<file path="src/rtl/renkon_pixel_feeder.sv">
// renkon_pixel_feeder: raster-order pixel source feeding the line buffer, ending with one zero flush line
module renkon_pixel_feeder #(
  parameter int DWIDTH = 16,
  parameter int LWIDTH = 8,
  parameter int AWIDTH = 16
) (
  input  logic                     clk,
  input  logic                     xrst,
  input  logic                     req,
  input  logic [LWIDTH-1:0]        img_size,
  input  logic [AWIDTH-1:0]        base_addr,
  output logic [AWIDTH-1:0]        mem_addr,
  output logic                     mem_re,
  input  logic signed [DWIDTH-1:0] read_data,
  output logic                     buf_en,
  output logic signed [DWIDTH-1:0] buf_input,
  output logic                     busy,
  output logic                     done
);
  typedef enum logic [1:0] {S_WAIT = 2'd0, S_PREF = 2'd1, S_FEED = 2'd2, S_FLUSH = 2'd3} state_t;
  state_t            r_state, state_n;
  logic [LWIDTH-1:0] r_size, r_col, r_row, last_idx;
  logic [AWIDTH-1:0] r_addr;
  logic              r_done, col_end, row_end, start, zero_req, last_pix;
  assign last_idx  = r_size - LWIDTH'(1);
  assign col_end   = r_col == last_idx;
  assign row_end   = r_row == last_idx;
  assign last_pix  = col_end && row_end;
  assign start     = r_state == S_WAIT && req && img_size != '0;
  assign zero_req  = r_state == S_WAIT && req && img_size == '0;
  assign mem_addr  = r_addr;
  assign mem_re    = r_state == S_PREF || (r_state == S_FEED && !last_pix);
  assign buf_en    = r_state == S_FEED && r_row == '0 && r_col == '0;
  assign buf_input = r_state == S_FEED ? read_data : '0;
  assign busy      = r_state != S_WAIT;
  assign done      = r_done;
  // state register
  always_ff @(posedge clk or negedge xrst)
    if (!xrst) r_state <= S_WAIT;
    else       r_state <= state_n;
  // next-state: prefetch one word, stream N*N pixels, then N flush cycles
  always_comb begin
    state_n = r_state;
    unique case (r_state)
      S_WAIT:  state_n = start ? S_PREF : S_WAIT;
      S_PREF:  state_n = S_FEED;
      S_FEED:  state_n = last_pix ? S_FLUSH : S_FEED;
      S_FLUSH: state_n = col_end ? S_WAIT : S_FLUSH;
      default: state_n = S_WAIT;
    endcase
  end
  // job registers, read address and raster counters
  always_ff @(posedge clk or negedge xrst)
    if (!xrst) begin
      r_size <= '0;
      r_addr <= '0;
      r_col  <= '0;
      r_row  <= '0;
      r_done <= 1'b0;
    end else begin
      r_done <= zero_req || (r_state == S_FLUSH && col_end);
      if (start) begin
        r_size <= img_size;
        r_addr <= base_addr;
        r_col  <= '0;
        r_row  <= '0;
      end
      if (mem_re) r_addr <= r_addr + AWIDTH'(1);
      if (r_state == S_FEED) begin
        r_col <= col_end ? '0 : r_col + LWIDTH'(1);
        if (col_end) r_row <= row_end ? '0 : r_row + LWIDTH'(1);
      end
      if (r_state == S_FLUSH) r_col <= col_end ? '0 : r_col + LWIDTH'(1);
    end
endmodule

</file>
<file path="config.mk">
export PLATFORM = sky130hd
export DESIGN_NAME = renkon_pixel_feeder
export DESIGN_NICKNAME = d
export VERILOG_FILES = /design/src/rtl/renkon_pixel_feeder.sv
export SDC_FILE = /design/constraint.sdc
export NUM_CORES = 1
export LEC_CHECK = 0
export ABC_CLOCK_PERIOD_IN_PS = 3300
export BUFFER_PORTS_ARGS = -buffer_cell sky130_fd_sc_hd__buf_2
export CAP_MARGIN = 10
export CORE_UTILIZATION = 35
export DETAILED_ROUTE_END_ITERATION = 7
export SLEW_MARGIN = 20
export SYNTH_ARGS = -nofsm -noshare
export SYNTH_HDL_FRONTEND = slang
export SYNTH_SLANG_ARGS = --single-unit
</file>
<file path="constraint.sdc">
create_clock -name clk -period 3.3 [get_ports clk]
set_clock_uncertainty 0.05 [all_clocks]
set_input_delay 0.165 -clock clk [delete_from_list [all_inputs] [get_ports clk]]
set_output_delay 0.165 -clock clk [all_outputs]
set_load 0.02 [all_outputs]
</file>
== Word level (Yosys, flattened, before mapping) ==
Index checks and enable logic that the tools add are counted.
Storage, ports and cells
  register bits: 43
  output and inout port bits: 36
  logic and storage cells: 49
Operators by class
  add/sub/neg operators: 4
  equality and inequality tests: 5
  muxes and demuxes: 15
  reduce and logical (&&, ||, !) cells: 19
Operators with widths (count)
  8-bit 2-to-1 mux: 8
  16-bit 2-to-1 mux: 3
  8-bit zero test: 3
  16-bit by 1-bit adder with 16-bit output (second input constant): 1
  8-bit by 1-bit adder with 8-bit output (second input constant): 2
  8-bit == test: 2
  1-bit logical AND: 8
  2-bit one-hot mux with 4 select lines: 1
  8-bit nonzero test: 1
  8-bit by 1-bit subtractor with 8-bit output (second input constant): 1
  2-bit == test (second input constant): 2
  2-bit nonzero test: 2
  3-bit nonzero test: 1
  2-bit by 1-bit == test with 1-bit output (second input constant): 1
  2-bit zero test: 1
  1-bit logical OR: 2
  1-bit 2-to-1 mux: 2
  2-bit 2-to-1 mux: 1
  1-bit zero test: 1

== Longest topological paths before layout ==
  word-level depth: 7
  mapped depth: 11
  depth with buffers taken out: 9

== Worst setup path after synthesis ==
No wires, ideal clock.
  kind: register to register
  start: register r_size[0]
  end: register r_col[0]
  arrival time: 2492 ps
  required time: 3125 ps
  slack: 634 ps
  stages on the path, launching flop included: 10
  path buffers: 1
  path through: dfrtp_1 inv_1 ha_1 nor3b_1 xnor2_1 o221ai_1 nor3_1 and2b_2 buf_2 mux2_2
Between the ends
  cells in the longest elaborated chain, start to end: 5
RTL lines
  start: declaration: line 22  | logic [LWIDTH-1:0] r_size, r_col, r_row, last_idx;
  start signal: assignment: line 63  | r_size <= img_size;
  8-bit by 1-bit subtractor with 8-bit output (*): line 25  | assign last_idx = r_size - LWIDTH'(1);
  8-bit == test (*): line 26  | assign col_end = r_col == last_idx;
  8-bit 2-to-1 mux (*): line 70, 73
  8-bit 2-to-1 mux: line 69  | if (r_state == S_FEED) begin
  8-bit 2-to-1 mux (*): line 73  | if (r_state == S_FLUSH) r_col <= col_end ? '0 : r_col + LWIDTH'(1);
  end signal: assignment: line 70  | r_col <= col_end ? '0 : r_col + LWIDTH'(1);
  end signal: assignment: line 73
  end: declaration: line 22
Every way passes the cells marked *; elsewhere a longest branch is shown, timed or not.
A chain may end at the register's enable or synchronous reset.

== Worst setup path after layout ==
  start: register r_size[3]
  end: output mem_re
Between the ends
  cells in the longest elaborated chain, start to end: 6
RTL lines
  8-bit by 1-bit subtractor with 8-bit output (*): line 25
  8-bit == test, on equally long branches: line 26, 27
  1-bit logical AND (*): line 28  | assign last_pix = col_end && row_end;
  1-bit zero test (*): line 32  | assign mem_re = r_state == S_PREF || (r_state == S_FEED && !last_pix);
  1-bit logical AND (*): line 32
  1-bit logical OR (*): line 32
  end: declaration: line 13  | output logic mem_re,
Marked as above.

==> results.cfg <==
[sta]
drv_slew = 0
rsz0062_at_grt = no
setup_violations = 0
setup_ws_ns = 0.208
finalCritPeriodShare = 0.937
finalSetupTns_ns = 0
timing.hold.ws_ns = 0.0222
max_freq_mhz = 323
period_minus_slack_ns = 3.09
worstMarginPinSlew_ns = 0.767
maxSlewHeadroom = 0.487
hold_violations = 0

[clocking]
cts-root-buf = clkbuf_8
clock_latency_ns = 0.30
clock_sinks = 43
htreeDepth = 2
cts_buffers = 5
clkTransAtPathRegs_ns = 0.09
cts_max_path_buffers = 2
cts_tree = yes

[grt]
grt_overflow_total = 0
grt_pass1_vias = 2492
grt_pass1_wl_um = 11900
gr-usage-all-layers = 0.173
grt_max_degree = 44
antenna_found_initial = 0

[worst_setup_path]
start_kind = flop
slowest_stage = dfrtp_1
required_ns = 3.08
crit_type = flop to output pin
path_cells = nor4_4, nand2_1, a2111oi_0, nand4b_1, o211ai_2, buf_12, inv_1, buf_2
crit_path_max_incr_delay_ns = 0.54
worst-path-max-fanout = 29
worst_setup_path_end_kind = output pin
cp.arrival_ns = 2.88

[synthesis]
syn_avg_cell_area_sq_um = 8.63
syn_area_sq_um = 2880
synth_nets = 383
post_synth_num_cell_types = 53
synth_edf_count = 0
ys.flop_type = dfrtp_1
syn_inst = 334
ys_warn_count = 0
synthArstFlopShare = 1.00
ys_seq_area_frac = 0.373
ys_ff_latch = 43

[drt]
dr_total_vias = 2624
ant_nets = 0
drtPass1Iterations = 4
drt-total-wl_um = 7070
wl_per_cell_um = 13.9
vias_per_cell = 5.15
drt-initial-drc-count = 151
drc = 0

[layout]
final_common_cell = buf_2
drive_gt1_frac = 0.267
final_cell_mix = buf_2 (77), nand2_1 (52), dfrtp_1 (43)
n_antenna_cell = 0
fin_nets = 456
area_growth_pct = 20.2

[floorplan]
die_y_um = 92.8
ios = 79
dieArea_sq_um = 8600
core_sq_um = 7850
core.rowCount = 32
initial_core_util = 0.367
die_x_um = 92.8

[placement]
dp_slack_ns = 0.338
numPortBuffers = 78
dp_hpwl_um = 5130
gp_congestion = 0.822

[job]
maxCapViolCount = 0

[run_status]
outcome = finished clean

[power]
p_per_area_nw_per_um2 = 270
ir_drop_uv = 188
leakagePower_nw = 1.50

[worst_hold_path]
hp-class = input port to flop
[layer usage]
layer  routed length, um  global-route usage
met3                 428              0.0386
met5                   0                   0
met2                3340               0.291
met4                  66              0.0462
met1                3230               0.224
[flip-flops by register name, summed over array words and instances, names as in the netlist]
signal	cells
mem_addr	16
r_size	8
r_col	8
r_state	2
r_row	8
done	1
[cells in the mapped netlist, types with 3 or more instances]
library cell | number | area, sq um
nand2b_1 | 3 | 18.8
nor4_1 | 5 | 31.3
nand2_1 | 52 | 195
clkbuf_1 | 11 | 41.3
a22o_1 | 5 | 43.8
o21ai_0 | 14 | 70.1
and2_1 | 18 | 113
a21oi_1 | 7 | 35.0
mux2i_1 | 6 | 60.1
xor2_1 | 17 | 149
ha_1 | 6 | 75.1
nor2b_1 | 3 | 18.8
nor2_1 | 22 | 82.6
nor3b_1 | 3 | 22.5
nand3_1 | 23 | 115
and3_1 | 4 | 25.0
a21o_1 | 3 | 22.5
nor3_1 | 7 | 35.0
o21a_1 | 4 | 30.0
inv_1 | 14 | 52.6
xnor2_1 | 10 | 87.6
dfrtp_1 | 43 | 1080
o211ai_1 | 9 | 67.6
o311ai_0 | 7 | 61.3
[logic make-up after synthesis]
logic type                 synth area share
and+or+nand+nor                       0.280
AOI/OAI and AO/OA                     0.161
DFF                                   0.373
buffers and inverters                0.0525
xor gates and xnor gates             0.0820
muxes                                0.0247
adders and majority gates            0.0260
[area by class of cell]
cell class              instances  area, sq um
fillers                       797         4380
clock buffers                   5         68.8
multi-input cells             260         1670
repair buffers                 83          445
well taps                     102          128
flip-flops and latches         43         1080
inverters                      14         52.6
clock inverters                 3         20.0
[metrics by stage]
step                total power (W)  std cells  cell area [sq um]   util
finish                     0.000936        510               3460  0.441
global route               0.000978        510               3460  0.441
CTS                        0.000948        509               3440  0.438
detailed placement         0.000605        501               3350  0.427
global placement           0.000604        501               3350  0.427
floorplan                  0.000559        334               2880      -
[critical path: cells and delay by family, from the launching register on]
family | cells | cell delay (ns)
buffers and inverters | 3 | 0.40
flip-flops | 1 | 0.54
AO/OA/AOI/OAI | 2 | 0.74
AND/OR/NAND/NOR | 3 | 0.89
[power breakdown]
part	total (W)	switching (W)	internal, W
sequential	0.000526	0	0.000526
clock	0.000342	0.000195	0.000148
combinational	0.0000674	0.0000371	0.0000304
total	0.000936	0.000232	0.000704
[final timing paths]
kind                       slack [ns]  depth (start not counted)                startpoint                  endpoint
max in group asynchronous        2.47                          2                      xrst        r_row[0]$_DFF_PN0_
min in group asynchronous        0.35                          2                      xrst      r_col[4]$_DFFE_PN0P_
setup reg to reg                 0.41                          8     r_size[3]$_DFFE_PN0P_  mem_addr[15]$_DFFE_PN0P_
setup / recovery                 0.21                          8     r_size[3]$_DFFE_PN0P_                    mem_re
hold / removal                   0.02                          3               img_size[4]     r_size[4]$_DFFE_PN0P_
hold reg to reg                  0.46                          1  mem_addr[11]$_DFFE_PN0P_  mem_addr[11]$_DFFE_PN0P_
[what timing repair did]
action,4_1_cts,5_1_grt
setup endpoints to repair,0,1
hold buffers,0,1
buffers inserted,0,0
endpoints found under the hold margin,0,43
gates resized for setup,0,3
Note: power is estimated with default switching activity, not from simulation.
